### config.mk
export PLATFORM = sky130hd
export DESIGN_NAME = rs_alu_unit
export DESIGN_NICKNAME = d
export VERILOG_FILES = /design/src/rtl/rs_alu_unit.sv
export SDC_FILE = /design/constraint.sdc
export NUM_CORES = 1
export LEC_CHECK = 0
export CAP_MARGIN = 5
export CORE_UTILIZATION = 25
export CTS_BUF_LIST = sky130_fd_sc_hd__clkbuf_8
export CTS_CLUSTER_DIAMETER = 200
export DETAILED_ROUTE_END_ITERATION = 10
export PLACE_DENSITY = 0.46
export SYNTH_ARGS = -nofsm -noshare
export SYNTH_HDL_FRONTEND = slang
export SYNTH_SLANG_ARGS = --single-unit
### constraint.sdc
create_clock -name CLOCK_50 -period 4.6 [get_ports CLOCK_50]
set_clock_uncertainty 0.1 [all_clocks]
set_input_delay 0.46 -clock CLOCK_50 [delete_from_list [all_inputs] [get_ports CLOCK_50]]
set_output_delay 0.46 -clock CLOCK_50 [all_outputs]
set_load 0.05 [all_outputs]
### src/rtl/rs_alu_unit.sv
// rs_alu_unit: reservation-station bank feeding a LATENCY-stage ADD/SUB pipe with CDB snoop.
// Build option RS_CDB_BYPASS_EN: a dispatch captures a same-cycle CDB broadcast instead of stalling.
module rs_alu_unit #(
    parameter int XLEN     = 32,
    parameter int TAG_W    = 4,
    parameter int DEPTH    = 4,
    parameter int LATENCY  = 2,
    parameter int TAG_BASE = 1
) (
    input  logic                       CLOCK_50,
    input  logic                       RST,
    input  logic                       disp_valid,
    output logic                       disp_ready,
    input  logic                       disp_op,
    input  logic [TAG_W-1:0]           disp_tag1,
    input  logic [TAG_W-1:0]           disp_tag2,
    input  logic [XLEN-1:0]            disp_val1,
    input  logic [XLEN-1:0]            disp_val2,
    output logic [TAG_W-1:0]           disp_tag_out,
    input  logic                       cdb_valid,
    input  logic [TAG_W-1:0]           cdb_tag,
    input  logic [XLEN-1:0]            cdb_data,
    output logic                       res_valid,
    input  logic                       res_ready,
    output logic [TAG_W-1:0]           res_tag,
    output logic [XLEN-1:0]            res_data,
    output logic [$clog2(DEPTH+1)-1:0] busy_cnt
);
    // state  | meaning
    // FREE   | slot available for dispatch
    // WAIT   | dispatched, operands may still be pending on CDB tags
    // ISSUED | in the execute pipe or holding the result output
    localparam int CW = $clog2(DEPTH+1);
    localparam int IW = (DEPTH > 1) ? $clog2(DEPTH) : 1;

    typedef enum logic [1:0] {ST_FREE, ST_WAIT, ST_ISSUED} ent_state_e;

    ent_state_e       st_q   [DEPTH];
    logic             op_q   [DEPTH];
    logic [TAG_W-1:0] tag1_q [DEPTH];
    logic [TAG_W-1:0] tag2_q [DEPTH];
    logic [XLEN-1:0]  val1_q [DEPTH];
    logic [XLEN-1:0]  val2_q [DEPTH];

    logic             s0_op_q;
    logic [XLEN-1:0]  s0_a_q;
    logic [XLEN-1:0]  s0_b_q;
    logic [LATENCY:0] pv_q;
    logic [TAG_W-1:0] ptag_q [LATENCY+1];
    logic [XLEN-1:0]  pres_q [1:LATENCY];
    logic [CW-1:0]    cnt_q;

    logic             cdb_hit;
    logic             any_free;
    logic             any_elig;
    logic             disp_block;
    logic             disp_fire;
    logic             issue_fire;
    logic             free_fire;
    logic             stall;
    logic [IW-1:0]    free_idx;
    logic [IW-1:0]    iss_idx;
    logic [TAG_W-1:0] d_tag1;
    logic [TAG_W-1:0] d_tag2;
    logic [XLEN-1:0]  d_val1;
    logic [XLEN-1:0]  d_val2;

    assign cdb_hit = cdb_valid && (cdb_tag != '0);

    // Descending scan so the lowest matching index wins.
    always_comb begin
        any_free = 1'b0;
        free_idx = '0;
        any_elig = 1'b0;
        iss_idx  = '0;
        for (int i = DEPTH-1; i >= 0; i--) begin
            if (st_q[i] == ST_FREE) begin
                any_free = 1'b1;
                free_idx = IW'(i);
            end
            if (st_q[i] == ST_WAIT && tag1_q[i] == '0 && tag2_q[i] == '0) begin
                any_elig = 1'b1;
                iss_idx  = IW'(i);
            end
        end
    end

    always_comb begin
        d_tag1 = disp_tag1;
        d_tag2 = disp_tag2;
        d_val1 = disp_val1;
        d_val2 = disp_val2;
`ifdef RS_CDB_BYPASS_EN
        if (cdb_hit && disp_tag1 == cdb_tag) begin
            d_tag1 = '0;
            d_val1 = cdb_data;
        end
        if (cdb_hit && disp_tag2 == cdb_tag) begin
            d_tag2 = '0;
            d_val2 = cdb_data;
        end
`endif
    end

`ifdef RS_CDB_BYPASS_EN
    assign disp_block = 1'b0;
`else
    assign disp_block = cdb_hit && (disp_tag1 == cdb_tag || disp_tag2 == cdb_tag);
`endif

    assign stall        = pv_q[LATENCY] && !res_ready;
    assign free_fire    = pv_q[LATENCY] && res_ready;
    assign issue_fire   = any_elig && !stall;
    assign disp_ready   = any_free && !disp_block;
    assign disp_fire    = disp_valid && disp_ready;
    assign disp_tag_out = TAG_W'(TAG_BASE) + TAG_W'(free_idx);

    assign res_valid = pv_q[LATENCY];
    assign res_tag   = ptag_q[LATENCY];
    assign res_data  = pres_q[LATENCY];
    assign busy_cnt  = cnt_q;

    always_ff @(posedge CLOCK_50) begin
        if (RST) begin
            for (int i = 0; i < DEPTH; i++) begin
                st_q[i]   <= ST_FREE;
                op_q[i]   <= 1'b0;
                tag1_q[i] <= '0;
                tag2_q[i] <= '0;
                val1_q[i] <= '0;
                val2_q[i] <= '0;
            end
            s0_op_q <= 1'b0;
            s0_a_q  <= '0;
            s0_b_q  <= '0;
            pv_q    <= '0;
            for (int k = 0; k <= LATENCY; k++) ptag_q[k] <= '0;
            for (int k = 1; k <= LATENCY; k++) pres_q[k] <= '0;
            cnt_q   <= '0;
        end else begin
            for (int i = 0; i < DEPTH; i++) begin
                if (st_q[i] == ST_WAIT && cdb_hit) begin
                    if (tag1_q[i] == cdb_tag) begin
                        tag1_q[i] <= '0;
                        val1_q[i] <= cdb_data;
                    end
                    if (tag2_q[i] == cdb_tag) begin
                        tag2_q[i] <= '0;
                        val2_q[i] <= cdb_data;
                    end
                end
                if (issue_fire && iss_idx == IW'(i))
                    st_q[i] <= ST_ISSUED;
                if (free_fire && ptag_q[LATENCY] == TAG_W'(TAG_BASE + i))
                    st_q[i] <= ST_FREE;
                if (disp_fire && free_idx == IW'(i)) begin
                    st_q[i]   <= ST_WAIT;
                    op_q[i]   <= disp_op;
                    tag1_q[i] <= d_tag1;
                    tag2_q[i] <= d_tag2;
                    val1_q[i] <= d_val1;
                    val2_q[i] <= d_val2;
                end
            end

            // Whole pipe advances in lockstep; idle slots carry zeros so outputs read 0 when invalid.
            if (!stall) begin
                pv_q      <= {pv_q[LATENCY-1:0], issue_fire};
                s0_op_q   <= issue_fire ? op_q[iss_idx]   : 1'b0;
                s0_a_q    <= issue_fire ? val1_q[iss_idx] : '0;
                s0_b_q    <= issue_fire ? val2_q[iss_idx] : '0;
                ptag_q[0] <= issue_fire ? TAG_W'(TAG_BASE) + TAG_W'(iss_idx) : '0;
                ptag_q[1] <= ptag_q[0];
                pres_q[1] <= s0_op_q ? (s0_a_q - s0_b_q) : (s0_a_q + s0_b_q);
                for (int k = 2; k <= LATENCY; k++) begin
                    ptag_q[k] <= ptag_q[k-1];
                    pres_q[k] <= pres_q[k-1];
                end
            end

            cnt_q <= cnt_q + CW'(disp_fire) - CW'(free_fire);
        end
    end
endmodule
==> results of run 1 <==
==> layout make-up <==
cell class | count | area (sq um)
Antenna cell | 2 | 5.005
Timing Repair Buffer | 207 | 2069
Fill cell | 9650 | 65440
Tap cell | 1254 | 1569
Clock inverter | 62 | 340.3
Clock buffer | 90 | 1239
Sequential cell | 444 | 12620
Multi-Input combinational cell | 1698 | 9796
Inverter | 28 | 108.9
==> kinds of logic after synthesis <==
logic type                 share of synthesized area, %
xor gates and xnor gates                          3.168
AOI/OAI and AO/OA                                 18.07
adders and majority gates                         2.407
and+or+nand+nor                                   17.03
DFF                                               53.72
other                                           0.01596
muxes                                            0.5964
buffers and inverters                             4.995
==> cells in the mapped netlist (all sizes together), types with 5 or more instances <==
library cell  number
and3              54
a31o               5
nand2b             7
nand2            528
and2              49
dfxtp             71
mux2i             14
or2               11
edfxtp           373
buf               94
o21ai            349
nor2b              7
nand3             69
ha                42
nor3b              8
xnor2             41
a211oi             5
o21a               9
nor3              31
inv               28
o21bai             5
nor2              59
a31oi             15
a22o             120
xor2              44
a21oi             97
nor4              19
or4                5
a221o             11
a21o              25
clkbuf           125
nand4              9
==> cell usage in the layout (no fill, tap or decap), types with 8 or more instances in the layout <==
cell	n
mux2i_1	14
edfxtp_1	373
nand3_1	66
nand4_1	9
buf_4	41
nor3_1	30
buf_12	10
a21oi_1	95
ha_1	42
nor4_1	18
a21o_1	25
a221o_1	11
clkbuf_8	90
and2_1	47
clkinv_1	11
xnor2_1	41
dfxtp_1	71
xor2_1	44
a22o_1	120
a31oi_1	15
nor2_1	55
and3_1	53
o21ai_1	27
inv_1	64
o21ai_0	321
nand2_1	526
or2_2	11
clkdlybuf4s50_1	156
o21a_1	8
==> routing by layer <==
metal | GRT usage, % | up-vias | part of all wire [%]
li1 | - | 8763 | -
met1 | 21.86 | 8826 | 43
met2 | 28.04 | 623 | 46
met3 | 4.104 | 186 | 7.1
met4 | 7.555 | 18 | 4.0
met5 | 0 | - | 0.15
==> metrics by stage <==
stage	total power [W]	cell area, sq um
detailed placement	0.007478	26170
global route	0.01166	27750
CTS	0.01127	27740
floorplan	0.006629	23500
global placement	0.007465	26170
finish	0.01113	27750
==> final timing paths <==
path / startpoint / end / cells after the start
setup / recovery: s0_b_q[8]$_SDFFE_PP0N_ / pres_q[1][27]$_SDFFCE_PN0P_ / 12
hold / removal: pv_q[0]$_SDFFE_PP0N_ / pv_q[0]$_SDFFE_PP0N_ / 1
setup reg to reg: s0_b_q[8]$_SDFFE_PP0N_ / pres_q[1][27]$_SDFFCE_PN0P_ / 12
hold reg to reg: pv_q[0]$_SDFFE_PP0N_ / pv_q[0]$_SDFFE_PP0N_ / 1
==> registers in the layout, indices dropped and copies added, names as in the netlist <==
| name | cells |
|---|---|
| ptag_q | 9 |
| val2_q | 128 |
| s0_b_q | 32 |
| tag1_q | 16 |
| pv_q | 3 |
| op_q | 4 |
| busy_cnt | 3 |
| tag2_q | 16 |
| s0_op_q | 1 |
| st_q | 8 |
| s0_a_q | 32 |
| val1_q | 128 |
| pres_q | 64 |
==> power by group <==
group	internal [W]	switching, W
Clock	0.00197	0.00177
Combinational	0.000859	0.00155
Sequential	0.00484	0.000145
Total	0.00767	0.00346
==> results.yml, run 1 <==
sta:
  rsz0062_at_grt: "false"
  max_slew_margin_pct: 29.68
  fin_crit_ns: 3.964
  fin_ws_ns: 0.6363
  holdWs_ns: 0.3889
  fin_setup_tns_ns: 0
  finalSetupViolations: 0
  finalHoldViolCount: 0
  finalCritPeriodShare_pct: 86.17
  slew_viol_final: 0
  fmax_mhz: 252.3
  tightest_slew_ns: 1.055
routing:
  vias: 18420
  finalWirelength_um: 83040
  viasPerCell: 4.866
  wl_per_cell_um: 21.94
  drc: 0
  first_pass_iters: 7
  drt_iter0_drc: 1261
  ant_nets: 0
pwr:
  p_leak_nw: 10.07
  power_density_nw_per_um2: 401.0
  ir_worst_vdd_uv: 182.7
critical_path:
  path_cells: "or4_4 -> nor4_4 -> nand2_1 -> o21bai_1 -> xor2_1 -> ha_1 -> a21o_1 -> a31oi_1 -> nor2_1 -> or4_1 -> nor3_1 -> nor3b_1"
  cp.arrival_ns: 4.28
  critical_path_peak_fanout: 6
  critPathLaunchType: "flop"
  cp-end-kind: "flop"
  required_ns: 4.91
  path_delay_family: "simple AND/OR/NAND/NOR gates"
  r2r_setup_slack_ns: 0.64
  slowest_delay_ns: 0.58
  cp_slowest_cell: "or4_4"
  path_class: "flop to flop"
  crit_buf_inv: 0
synthesis:
  synth_top_cell_area_share_pct: 47.67
  synthesis.area_sq_um: 23500
  synth-seq-cells: 444
  postSynthAreaPerCell_sq_um: 9.839
  synthDistinctLibCells: 76
  synth_edf_count: 373
  ys_seq_area_share_pct: 53.72
  synth_top_area_cell: "edfxtp_1"
  syn_inst: 2388
  synth_flop_cell: "edfxtp_1"
  ys_async_sr_fraction_pct: 0
  ys_warn_count: 0
  synthTopCellsByArea: "edfxtp_1 (48%), nand2_1 (8.4%), o21ai_0 (6.9%)"
clocking:
  root_buffer: "clkbuf_8"
  clk_pin_slew_ns: 0.06
  cts_inserted_buffers: 84
  cts_buffer_depth: 3
  htree_levels: 3
  postCtsSetupBuffers: 0
  cts_hold_buf: 0
  cts_tree: "built"
  clk_latency_ns: 0.68
  cts_resized: 0
  clock_sinks: 444
global_route:
  grt_overflow_total: 0
  antenna_found_initial: 17
  grt_max_degree: 140
  grt_pass1_vias: 18190
  grt_pass1_wl_um: 121500
  grt_use_total_pct: 17.30
place:
  place_inst: 3631
  portBuffers: 156
  hpwl_um: 53550
  place_congestion: 0.8192
  place_ws_ns: 0.5881
final_layout:
  syn_to_final_growth_pct: 18.10
  fin_nets: 2621
  fin_util_pct: 29.78
  stdcell_count: 3785
  drive_gt1_share_pct: 7.908
run:
  maxCapViolCount: 0
floorplan:
  dieWidth_um: 308.6
  die_area_sq_um: 95220
  die_h_um: 308.6
  core_area_sq_um: 93190
  top_level_ports: 159
  start_util_pct: 25.21
  row_count: 112
worst_hold_path:
  min_path_type: "flop to flop"
outcome:
  status: "complete, no violations"
Note: power is estimated with default switching activity, not from simulation.
==> inputs of run 2 (changes only) <==
--- a/config.mk
+++ b/config.mk
@@ -6,11 +6,11 @@
 export NUM_CORES = 1
 export LEC_CHECK = 0
 export CAP_MARGIN = 5
-export CORE_UTILIZATION = 25
+export CORE_UTILIZATION = 62
 export CTS_BUF_LIST = sky130_fd_sc_hd__clkbuf_8
 export CTS_CLUSTER_DIAMETER = 200
 export DETAILED_ROUTE_END_ITERATION = 10
-export PLACE_DENSITY = 0.46
+export PLACE_DENSITY = 0.89
 export SYNTH_ARGS = -nofsm -noshare
 export SYNTH_HDL_FRONTEND = slang
 export SYNTH_SLANG_ARGS = --single-unit
==> run 2 against run 1 <==
Compared with the run above: power fell by 4.7%; sequential cell count did not move; sequential power barely moved; critical path depth did not move; cell count fell by 20%; setup slack got worse by 0.0031 ns; first-iteration DRC count rose by 110%; wire length fell by 18%; non-clock buffer count fell by 7.
==> results.yml, run 2 (synthesis gave the netlist of run 1 again) <==
final_layout:
  fillers: 2632
  syn_to_final_growth_pct: 12.97
  layout_common_cells: "nand2_1 (528), edfxtp_1 (373), o21ai_0 (321)"
  drive_gt1_share_pct: 7.026
  fin_nets: 2604
  final_common_cell: "nand2_1"
  fin_util_pct: 71.82
  biggestRegsByFlops: "val1_q (128), val2_q (128), pres_q (64)"
sta:
  fmax_mhz: 252.1
  rsz0062_at_grt: "false"
  fin_ws_ns: 0.6333
  fin_setup_tns_ns: 0
  slew_viol_final: 0
  max_slew_margin_pct: 40.92
  finalSetupViolations: 0
  finalCritPeriodShare_pct: 86.23
  tightest_slew_ns: 0.8861
  finalHoldViolCount: 0
  fin_crit_ns: 3.967
global_route:
  grt_pass1_wl_um: 103500
  antenna_found_initial: 8
  grt_max_degree: 140
  grt_overflow_total: 0
  grt_use_total_pct: 34.87
  grt_pass1_vias: 18920
place:
  portBuffers: 156
  place_congestion: 0.9236
  place_ws_ns: 0.6568
  hpwl_um: 43180
clocking:
  clk_pin_slew_ns: 0.07
  clock_sinks: 444
  cts_hold_buf: 0
  cts_tree: "built"
  root_buffer: "clkbuf_8"
  cts_resized: 0
  postCtsSetupBuffers: 0
  cts_inserted_buffers: 74
  clk_latency_ns: 0.65
  htree_levels: 3
  cts_buffer_depth: 3
pwr:
  power_density_nw_per_um2: 399.6
  finalPower_w: 0.01061
  p_leak_nw: 9.919
  ir_worst_vdd_uv: 255.2
critical_path:
  required_ns: 4.98
  path_class: "flop to flop"
  cp-end-kind: "flop"
  cp.arrival_ns: 4.34
  critical_path_peak_fanout: 6
  critPathLaunchType: "flop"
floorplan:
  row_count: 70
  die_area_sq_um: 38680
  core_area_sq_um: 36960
  dieWidth_um: 196.7
  start_util_pct: 63.57
  die_h_um: 196.7
  top_level_ports: 159
routing:
  wl_per_cell_um: 22.64
  drt_iter0_drc: 2635
  wl_met2_um: 31190
  drc: 0
  wl_met1_um: 24810
  first_pass_iters: 6
  ant_nets: 0
  vias: 19630
  viasPerCell: 6.511
  highest_layer: "met5"
  met3_length_um: 9412
  finalWirelength_um: 68250
run:
  maxCapViolCount: 0
outcome:
  status: "complete, no violations"
worst_hold_path:
  min_path_type: "flop to flop"
## run 2: changes by cell type in the layout (fill, tap and decap cells not counted), moves of 3 or more
cell,previous run,this run
clkinv_1,11,8
diode_2,2,6
clkbuf_8,90,80
buf_4,41,33
clkinv_2,7,4
## run 2: area by class of cell
cell class | count | area (sq um) | area share, %
flip-flops and latches | 444 | 12620 | 47.55
clock buffers | 80 | 1101 | 4.148
well taps | 504 | 630.6 | 2.376
repair buffers | 200 | 2029 | 7.646
diodes | 6 | 15.01 | 0.05656
clock inverters | 55 | 259.0 | 0.9757
inverters | 28 | 108.9 | 0.4101
multi-input cells | 1698 | 9778 | 36.84
## run 2: worst paths after layout
| check | from | to | slack [ns] | cells past startpoint |
|---|---|---|---|---|
| setup / recovery | s0_b_q[8]$_SDFFE_PP0N_ | pres_q[1][27]$_SDFFCE_PN0P_ | 0.63 | 12 |
| hold / removal | pv_q[0]$_SDFFE_PP0N_ | pv_q[0]$_SDFFE_PP0N_ | 0.35 | 1 |
| setup reg to reg | s0_b_q[8]$_SDFFE_PP0N_ | pres_q[1][27]$_SDFFCE_PN0P_ | 0.63 | 12 |
| hold reg to reg | pv_q[0]$_SDFFE_PP0N_ | pv_q[0]$_SDFFE_PP0N_ | 0.35 | 1 |
## run 2: worst max-delay path, stage by stage, from the launching register on
cell      delay, ns
dfxtp_1        0.36
or4_4          0.59
nor4_4         0.38
nand2_1        0.19
o21bai_1       0.19
xor2_1         0.18
ha_1           0.32
a21o_1         0.18
a31oi_1        0.31
nor2_1         0.12
or4_1          0.54
o21ai_0        0.17
nor3b_1        0.19
## run 2: through the flow
step | hold slack (ns) | std cells | instance area (sq um)
floorplan | 0.3269 | 2389 | 23500
global placement | 0.3357 | 2874 | 25170
detailed placement | 0.3408 | 2874 | 25170
CTS | 0.3537 | 3009 | 26530
global route | 0.3703 | 3015 | 26540
finish | 0.3540 | 3015 | 26540
## run 2: routing by layer
layer | GRT usage (%) | vias to the layer above
li1 | - | 8731
met1 | 44.93 | 9179
met2 | 54.33 | 1448
met3 | 8.966 | 268
met4 | 18.69 | 4
met5 | 0 | -
## run 2: report_power, final
part	internal, W	total, W	switching (W)
Combinational	0.000860	0.00235	0.00149
Sequential	0.00484	0.00498	0.000146
Clock	0.00166	0.00327	0.00161
==> inputs of run 3 (changes only) <==
--- a/config.mk
+++ b/config.mk
@@ -6,6 +6,7 @@
 export NUM_CORES = 1
 export LEC_CHECK = 0
 export CAP_MARGIN = 5
+export CORE_MARGIN = 1.5
 export CORE_UTILIZATION = 62
 export CTS_BUF_LIST = sky130_fd_sc_hd__clkbuf_8
 export CTS_CLUSTER_DIAMETER = 200
==> run 3 against run 2 <==
Compared with the run above: critical path depth is 1 lower; register-to-register slack better by 0.03 ns; die area rose by 1.0%; final area shrank 0.20%; largest power group unchanged.
==> results.yml, run 3 (synthesis gave the netlist of run 1 again) <==
outcome:
  status: "complete, no violations"
clocking:
  clk_pin_slew_ns: 0.07
  root_buffer: "clkbuf_8"
  clk_latency_ns: 0.62
  cts_buffer_depth: 3
  cts_tree: "built"
  cts_hold_buf: 0
  cts_inserted_buffers: 71
  htree_levels: 3
  postCtsSetupBuffers: 0
  cts_resized: 0
  clock_sinks: 444
sta:
  fin_ws_ns: 0.6638
  finalHoldViolCount: 0
  holdWs_ns: 0.3819
  fmax_mhz: 254.1
  finalCritPeriodShare_pct: 85.57
  fin_crit_ns: 3.936
  slew_viol_final: 0
  finalSetupViolations: 0
  fin_setup_tns_ns: 0
  rsz0062_at_grt: "false"
  max_slew_margin_pct: 43.17
  tightest_slew_ns: 0.8488
routing:
  drt_iter0_drc: 2625
  finalWirelength_um: 67530
  drc: 0
  viasPerCell: 6.463
  vias: 19490
  wl_per_cell_um: 22.39
  ant_nets: 0
  first_pass_iters: 6
critical_path:
  critPathLaunchType: "flop"
  path_class: "flop to flop"
  r2r_cells: 11
  r2r_end: "pres_q[1][27]$_SDFFCE_PN0P_"
  cp-end-kind: "flop"
  critical_path_peak_fanout: 8
  cp.arrival_ns: 4.20
  r2r_setup_slack_ns: 0.66
  reg2reg_from: "s0_b_q[8]$_SDFFE_PP0N_"
  required_ns: 4.86
floorplan:
  die_area_sq_um: 39070
  top_level_ports: 159
  row_count: 71
  die_h_um: 197.7
  dieWidth_um: 197.7
  core_area_sq_um: 37490
  start_util_pct: 62.68
final_layout:
  drive_gt1_share_pct: 7.086
  final_common_cell: "nand2_1"
  layout_common_cells: "nand2_1 (528), edfxtp_1 (373), o21ai_0 (321)"
  syn_to_final_growth_pct: 12.75
  fin_nets: 2600
  biggestRegsByFlops: "val1_q (128), val2_q (128), pres_q (64)"
global_route:
  grt_overflow_total: 0
  grt_pass1_vias: 18900
  grt_max_degree: 140
  grt_use_total_pct: 34.31
  antenna_found_initial: 7
  grt_pass1_wl_um: 102200
worst_hold_path:
  min_path_cells: 1
  min_path_type: "flop to flop"
  holdPathEnd: "pv_q[2]$_SDFFE_PP0N_"
  worstHoldStart: "pv_q[1]$_SDFFE_PP0N_"
place:
  place_congestion: 0.9403
  hpwl_um: 42540
  portBuffers: 156
  place_ws_ns: 0.6995
pwr:
  ir_worst_vdd_uv: 250.8
  p_leak_nw: 9.874
  finalPower_w: 0.01044
  power_density_nw_per_um2: 393.9
run:
  maxCapViolCount: 0
[run 3: cell count changes in the layout (fill, tap and decap cells not counted), moves of 2 or more]
cell      change
clkbuf_8      -3
clkinv_2      +5
buf_4         -2
inv_6         -2
clkinv_1      -2
inv_1         -5
[run 3: layout make-up]
cell class	instances	area, sq um
Inverter	28	108.9
Timing Repair Buffer	199	2034
Fill cell	2673	11000
Multi-Input combinational cell	1698	9783
Clock buffer	77	1060
Clock inverter	52	226.5
Tap cell	511	639.4
Antenna cell	7	17.52
Sequential cell	444	12620
[run 3: metal layers]
layer / track usage, % / up-vias / share of wire (%)
met5: 0 / - / 0
met4: 19.25 / 0 / 4.0
met3: 8.895 / 239 / 14
met2: 53.96 / 1433 / 46
met1: 43.32 / 9097 / 36
li1: - / 8723 / -
[run 3: how the worst max path moves through the flow]
stage | start | to | slack (ns)
after floorplan | RST | pres_q[1][0]$_SDFFCE_PN0P_ | 0.73
after global placement | s0_b_q[8]$_SDFFE_PP0N_ | pres_q[1][27]$_SDFFCE_PN0P_ | 0.79
after detailed placement | s0_b_q[8]$_SDFFE_PP0N_ | pres_q[1][27]$_SDFFCE_PN0P_ | 0.70
after CTS | s0_b_q[8]$_SDFFE_PP0N_ | pres_q[1][27]$_SDFFCE_PN0P_ | 0.69
after global routing | s0_b_q[8]$_SDFFE_PP0N_ | pres_q[1][27]$_SDFFCE_PN0P_ | 0.33
final | s0_b_q[8]$_SDFFE_PP0N_ | pres_q[1][27]$_SDFFCE_PN0P_ | 0.66
[run 3: report_power, final]
part | internal, W | switching, W
Clock | 0.00155 | 0.00158
Combinational | 0.000857 | 0.00148
Sequential | 0.00484 | 0.000142
Total | 0.00724 | 0.00319
[run 3: metrics by stage]
step / utilization [%] / instances / instance area (sq um)
finish: 70.67 / 3016 / 26490
global route: 70.67 / 3016 / 26490
CTS: 70.62 / 3009 / 26470
detailed placement: 67.19 / 2880 / 25190
global placement: 67.19 / 2880 / 25190
floorplan: - / 2389 / 23500
[run 3: critical path: stages, from the launching register on]
cell and delay, ns:
dfxtp_1 0.36, or4_4 0.59, nor3_1 0.36, a41oi_1 0.21
xnor2_1 0.18, ha_1 0.40, a21o_1 0.24, a31oi_1 0.35
nor2_1 0.12, or4_1 0.53, nor3_1 0.19, nor3b_1 0.07
